**src/rtl/ps2_receiver.sv**
```systemverilog
`default_nettype none
// ============================================================================
// Module : ps2_receiver
// PS/2 device-to-host frame receiver: sync, glitch filter, odd-parity check.
// Rev    : 1.0
// ============================================================================
module ps2_receiver #(
   parameter int FILTER_LEN = 4,
   parameter int TIMEOUT    = 50000
) (
   input  logic       clk,
   input  logic       reset,
   input  logic       ps2_clk,
   input  logic       ps2_data,
   output logic [7:0] rx_data,
   output logic       rx_valid,
   output logic       err_parity,
   output logic       err_frame,
   output logic       busy
);

   localparam int c_FW = (FILTER_LEN > 1) ? $clog2(FILTER_LEN) : 1;
   localparam int c_TW = (TIMEOUT > 1) ? $clog2(TIMEOUT) : 1;
   localparam logic [c_FW-1:0] c_FILT_MAX = c_FW'(FILTER_LEN - 1);
   localparam logic [c_TW-1:0] c_TO_MAX   = c_TW'(TIMEOUT - 1);

   typedef enum logic [1:0] {
      IDLE   = 2'd0,
      DATA   = 2'd1,
      PARITY = 2'd2,
      STOP   = 2'd3
   } state_t;

   logic            r_clk_s1, r_clk_s2, r_dat_s1, r_dat_s2;
   logic            r_clk_filt, r_clk_filt_d;
   logic [c_FW-1:0] r_filt_cnt;
   logic            w_fall;

   state_t          r_state, w_state_nxt;
   logic [7:0]      r_shift, w_shift_nxt;
   logic [2:0]      r_bit_cnt, w_bit_nxt;
   logic            r_par, w_par_nxt;
   logic [c_TW-1:0] r_to_cnt, w_to_nxt;
   logic [7:0]      w_rx_data_nxt;
   logic            w_valid_nxt, w_errp_nxt, w_errf_nxt;

   // Synchronizers and clock filter; all reset to the idle-bus level.
   always_ff @(posedge clk) begin
      if (reset) begin
         r_clk_s1     <= 1'b1;
         r_clk_s2     <= 1'b1;
         r_dat_s1     <= 1'b1;
         r_dat_s2     <= 1'b1;
         r_clk_filt   <= 1'b1;
         r_clk_filt_d <= 1'b1;
         r_filt_cnt   <= '0;
      end else begin
         r_clk_s1     <= ps2_clk;
         r_clk_s2     <= r_clk_s1;
         r_dat_s1     <= ps2_data;
         r_dat_s2     <= r_dat_s1;
         r_clk_filt_d <= r_clk_filt;
         if (r_clk_s2 != r_clk_filt) begin
            if (r_filt_cnt == c_FILT_MAX) begin
               r_clk_filt <= r_clk_s2;
               r_filt_cnt <= '0;
            end else begin
               r_filt_cnt <= r_filt_cnt + c_FW'(1);
            end
         end else begin
            r_filt_cnt <= '0;
         end
      end
   end

   assign w_fall = r_clk_filt_d & ~r_clk_filt;

   always_ff @(posedge clk) begin
      if (reset) begin
         r_state    <= IDLE;
         r_shift    <= '0;
         r_bit_cnt  <= '0;
         r_par      <= 1'b0;
         r_to_cnt   <= '0;
         rx_data    <= '0;
         rx_valid   <= 1'b0;
         err_parity <= 1'b0;
         err_frame  <= 1'b0;
      end else begin
         r_state    <= w_state_nxt;
         r_shift    <= w_shift_nxt;
         r_bit_cnt  <= w_bit_nxt;
         r_par      <= w_par_nxt;
         r_to_cnt   <= w_to_nxt;
         rx_data    <= w_rx_data_nxt;
         rx_valid   <= w_valid_nxt;
         err_parity <= w_errp_nxt;
         err_frame  <= w_errf_nxt;
      end
   end

   always_comb begin
      w_state_nxt   = r_state;
      w_shift_nxt   = r_shift;
      w_bit_nxt     = r_bit_cnt;
      w_par_nxt     = r_par;
      w_to_nxt      = '0;
      w_rx_data_nxt = rx_data;
      w_valid_nxt   = 1'b0;
      w_errp_nxt    = 1'b0;
      w_errf_nxt    = 1'b0;

      case (r_state)
         IDLE: begin
            if (w_fall && !r_dat_s2) begin
               w_state_nxt = DATA;
               w_bit_nxt   = '0;
            end
         end
         DATA: begin
            if (w_fall) begin
               w_shift_nxt = {r_dat_s2, r_shift[7:1]};
               w_bit_nxt   = r_bit_cnt + 3'd1;
               if (r_bit_cnt == 3'd7) begin
                  w_state_nxt = PARITY;
               end
            end
         end
         PARITY: begin
            if (w_fall) begin
               w_par_nxt   = r_dat_s2;
               w_state_nxt = STOP;
            end
         end
         STOP: begin
            if (w_fall) begin
               w_state_nxt = IDLE;
               // A bad stop bit masks any parity result.
               if (!r_dat_s2) begin
                  w_errf_nxt = 1'b1;
               end else if (^{r_shift, r_par}) begin
                  w_rx_data_nxt = r_shift;
                  w_valid_nxt   = 1'b1;
               end else begin
                  w_errp_nxt = 1'b1;
               end
            end
         end
         default: w_state_nxt = IDLE;
      endcase

      if (r_state != IDLE && !w_fall) begin
         if (r_to_cnt == c_TO_MAX) begin
            w_state_nxt = IDLE;
            w_errf_nxt  = 1'b1;
         end else begin
            w_to_nxt = r_to_cnt + c_TW'(1);
         end
      end
   end

   assign busy = (r_state != IDLE);

endmodule
`default_nettype wire

```
**config.mk**
```make
export PLATFORM = sky130hd
export DESIGN_NAME = ps2_receiver
export DESIGN_NICKNAME = d
export VERILOG_FILES = /design/src/rtl/ps2_receiver.sv
export SDC_FILE = /design/constraint.sdc
export NUM_CORES = 1
export LEC_CHECK = 0
export BUFFER_PORTS_ARGS = -buffer_cell sky130_fd_sc_hd__buf_2
export CAP_MARGIN = 0
export CORE_MARGIN = 2
export CORE_UTILIZATION = 40
export CTS_CLUSTER_SIZE = 25
export DETAILED_ROUTE_END_ITERATION = 6
export GPL_TIMING_DRIVEN = 0
export HOLD_SLACK_MARGIN = 0.03
export MAX_ROUTING_LAYER = met4
export PLACE_DENSITY = 0.65
export SETUP_SLACK_MARGIN = 0.02
export SLEW_MARGIN = 20
export SYNTH_ARGS = -nofsm -noshare
export SYNTH_HDL_FRONTEND = slang
export SYNTH_SLANG_ARGS = --single-unit
```
**constraint.sdc**
```tcl
create_clock -name clk -period 1.85 [get_ports clk]
set_clock_uncertainty 0.05 [all_clocks]
set_input_delay 0.185 -clock clk [delete_from_list [all_inputs] [get_ports clk]]
set_output_delay 0.185 -clock clk [all_outputs]
set_load 0.05 [all_outputs]
```
# After elaboration in Yosys (flattened, before gate mapping)
# Index checks and enable logic that the tools add are counted.
op_classes:
  reduce_logical: 16
  muxes: 18
  n_eq_ne: 9
  add_sub_neg: 3
  bitwise_logic: 7
op_table:
  columns: ["operator", "n"]
  rows:
  - ["16-bit by 1-bit adder with 16-bit output (second input constant)", 1]
  - ["16-bit == test (second input constant)", 1]
  - ["2-bit two-way mux", 7]
  - ["9-bit XOR reduction", 1]
  - ["2-bit case mux with 4 select lines", 1]
  - ["1-bit two-way mux", 7]
  - ["2-bit == test (second input constant)", 3]
  - ["3-bit two-way mux", 2]
  - ["1-bit inverter", 6]
  - ["3-bit case mux with 2 select lines", 1]
  - ["2-bit AND reduction", 3]
  - ["3-bit OR reduction", 2]
  - ["2-bit != test (second input constant)", 2]
  - ["4-bit AND reduction", 1]
  - ["2-bit nonzero test", 2]
  - ["4-bit OR reduction", 1]
  - ["3-bit by 1-bit adder with 3-bit output (second input constant)", 1]
  - ["3-bit == test (second input constant)", 1]
  - ["3-bit AND reduction", 1]
  - ["2-bit by 1-bit adder with 2-bit output (second input constant)", 1]
  - ["2-bit by 1-bit == test with 1-bit output (second input constant)", 1]
  - ["1-bit logical AND", 2]
  - ["1-bit logical NOT", 2]
  - ["2-bit logical NOT", 1]
  - ["other kinds (2)", 2]
word_totals:
  reg_bits: 49
  wordCells: 69
  out_inout_bits: 12

# Depth between registers and ports, before layout
logic_depth:
  word_depth: 7
  ltp_mapped: 7

# Least setup slack after synthesis
# Ideal clock, no wire load.
synth_timing:
  kind: "reg-to-reg"
  from: "reg r_to_cnt[5]"
  to: "reg r_to_cnt[10]"
  arrival_ps: 1607
  path_buffers: 2
  path_slack_ps: 79
  required_time_ps: 1685
  period_less_slack_ps: 1771
  path_stages_with_launch: 7
  cell_sequence: "dfxtp_1 > or4_1 > nor4_2 > or4_1 > buf_4 > buf_6 > nor2_1"
synth_via:
  elab_chain_len: 2
  word_cells_on_any_way: 3
synth_lines:
  columns: ["item", "line", "source"]
  rows:
  - ["from (decl)", "43", "logic [c_TW-1:0] r_to_cnt, w_to_nxt;"]
  - ["from (signal assigned)", "94", "r_to_cnt <= w_to_nxt;"]
  - ["branches (longest 2 deep; another with 16-bit by 1-bit adder with 16-bit output)", null, null]
# Several ways; the timed one is not identified.
# A chain may end at the register's enable or synchronous reset.

# Worst setup path after layout
layout_timing:
  from: "reg r_to_cnt[5]"
  to: "reg r_to_cnt[12]"
# The elaborated chain is that of the path after synthesis.

==> impl_metrics.tcl <==
set metrics [dict create \
    outcome "complete, no violations" \
    min-delay-start "reset" \
    cts_tree "done" \
    fin_crit_sh_pct 96.70 \
    track_usage_pct 13.80 \
    cts_max_level 2 \
    end_kind "register" \
    die_h_um 75.91 \
    crit_type "register to register" \
    io_buffer_count 15 \
    period_needed_ps 1789 \
    clkPwrFrac_pct 41.8 \
    antenna_found_initial 0 \
    nets 264 \
    seqPwrFrac_pct 55.9 \
    wl_per_cell_um 11.15 \
    finalWirelength_um 3646 \
    synth_cells 227 \
    synth-main-ff-cell "dfxtp_1" \
    cp.arrival_ps 1930 \
    peakVddDrop_mv 0.4693 \
    io_pins 16 \
    clk_pin_slew_ps 90 \
    setup_viol 0 \
    drt_iter0_markers 45 \
    setup_ws_ps 61.08 \
    initial_utilization_pct 41.02 \
    pwr_density_cell_nw_per_um2 760.9 \
    postPlaceCellArea_sq_um 2231 \
    first_global_vias 1488 \
    core_sq_um 5042 \
    critPathMaxFanout 6 \
    yosys.area.top_type "dfxtp_1" \
    n_fill_cell 493 \
    drc 0 \
    root_buffer "clkbuf_8" \
    synth_area_leaders "dfxtp_1 (47%), xnor2_1 (6.4%), nor2_1 (5.6%), mux2i_1 (4.4%), nand2_1 (4.2%)" \
    grt_setup_unrepaired "yes" \
    ys_ff_latch 49 \
    synth_nets 235 \
    max-cap-violations 0 \
    clock-sinks 49 \
    final_area_sq_um 2500 \
    hold_viol 0 \
    synth_area_sq_um 2068 \
    synth_most_common_cell "dfxtp_1" \
    pre_cts_ws_ps -80.05 \
    critical_path.startpoint "r_to_cnt[5]$_SDFF_PP0_" \
    async_flop_share_pct 0 \
    yosysSeqAreaShare_pct 47.43 \
    dp_hpwl_um 2450 \
    viasPerCell 4.657 \
    synthTopCellsByCount "dfxtp_1 (49), nor2_1 (31), nand2_1 (23), xnor2_1 (15), nand2b_1 (13)" \
    first_pass_iters 4 \
    rows 26 \
    syn_area_per_cell_sq_um 9.111 \
    tightest_slew_ps 444.0 \
    dieArea_sq_um 5762 \
    p_switching_mw 0.3852 \
    cts_made_buffers 5 \
    diodes 0 \
    area_delta_synth_final_pct 20.87 \
    timing.fmax_mhz 559.0 \
    yosys_warnings 0 \
    final-max-slew-violation-count 0 \
    post-route-util_pct 49.58 \
    ant_nets 0 \
    clockBufferDepth 2 \
    vias 1523 \
    hold_path.class "input port to register" \
    r2r_start "r_to_cnt[5]$_SDFF_PP0_" \
    dieWidth_um 75.91 \
    gr-total-overflow 0 \
    grt_start_max_net_pins 16 \
    power_leakage_nw 0.8938 \
    cp-start-kind "register" \
    synth_cell_type_count 32 \
    synth_top_area_share_pct 47.43 \
    comb_power_share_pct 2.3 \
    slew_headroom_pct 70.40 \
    synth_edf_count 0 \
    switching_share_pct 20.25 \
    drive_above_1_share_pct 20.62 \
    gp_congestion 0.7619 \
    insertion_delay_ps 310 \
    fin_tns_setup_ps 0 \
    crit_required_ps 1990 \
    grt_pass1_wl_um 6279 \
    power.internal_mw 1.517 \
]
[power groups by stage]
stage          combinational, mW  clock [mW]  sequential, mW
2_1_floorplan             0.0210           0            1.10
4_1_cts                   0.0456       0.817            1.06
6_report                  0.0446       0.794            1.06
3_5_place_dp              0.0423           0            1.09
5_1_grt                   0.0501       0.862            1.06
3_3_place_gp              0.0418           0            1.09
[registers in the layout, summed over array words and instances, names as in the netlist, 2 cells and up]
register and count:
r_to_cnt 16, r_shift 8, rx_data 8, r_bit_cnt 3
r_filt_cnt 2, r_state 2
[what timing repair did]
action                     CTS  global route
pin swaps                    1             4
hold endpoints to repair     2             0
setup endpoints to repair   10            27
cloned                       0             1
gates resized for setup      3            19
hold buffers                 2             0
setup buffers                1             3
[through the flow]
step	instances	total power [mW]	hold WS (ps)
after global routing	327	1.976	179.5
after detailed placement	312	1.132	328.5
after global placement	312	1.131	322.1
after CTS	323	1.927	150.2
after floorplan	227	1.118	238.8
final	327	1.902	157.4
[critical path, cell delays in order (launching register included)]
cell       delay, ps
dfxtp_4          370
or4_4            540
nor4_4           240
or4_4            180
buf_8            120
clkbuf_16        130
nor2_1            40
[layer usage]
layer  track usage (%)  wire length, um  part of all wire, %
met1             15.40             1694                   46
met2             23.30             1760                   48
met3             3.333              120                  3.3
met4             6.545               71                  1.9
met5                 -                0                    0
[area by class of cell]
| type | instances | area (sq um) | share of cell area [%] |
|---|---|---|---|
| tap | 70 | 87.58 | 3.504 |
| inverter | 6 | 22.52 | 0.9009 |
| buffer | 10 | 68.82 | 2.753 |
| multi-input combinational | 162 | 1061 | 42.44 |
| timing repair buffer | 22 | 150.1 | 6.006 |
| clock inverter | 2 | 37.54 | 1.502 |
| sequential | 49 | 989.7 | 39.59 |
| clock buffer | 6 | 82.58 | 3.303 |
[layout by cell type, fill, tap and decap left out, drive strengths merged, types with 2 or more instances in the layout]
master,instances
nand2b,13
inv,6
nor2b,4
xor2,7
xnor2,15
nand3,9
or4,2
or2b,2
a22oi,2
o21ai,6
dfxtp,49
mux2i,9
buf,22
nand2,23
ha,4
nor2,31
and3,3
nor3,3
or2,5
a21oi,11
nand4,4
dlygate4sd3,2
clkbuf,14
nand4b,2
[path summary, 6_finish.rpt]
check                             end  slack (ps)  depth (start not counted)
max           r_to_cnt[12]$_SDFF_PP0_          60                          6
min          r_filt_cnt[0]$_SDFF_PP0_         160                          3
max reg2reg   r_to_cnt[12]$_SDFF_PP0_          60                          6
min reg2reg  r_filt_cnt[0]$_SDFF_PP0_         370                          1
[logic make-up (layout without fill, tap and decap cells)]
kind of cell	after synthesis	count (layout)	share of synthesized area (%)
buffers and inverters	16	46	3.811
xor gates and xnor gates	23	23	10.41
and+or+nand+nor	106	106	26.32
adders and majority gates	4	4	2.420
AOI/OAI and AO/OA	20	20	5.263
muxes	9	9	4.356
DFF	49	49	47.43
No activity file was read; power rests on OpenSTA's default activity.
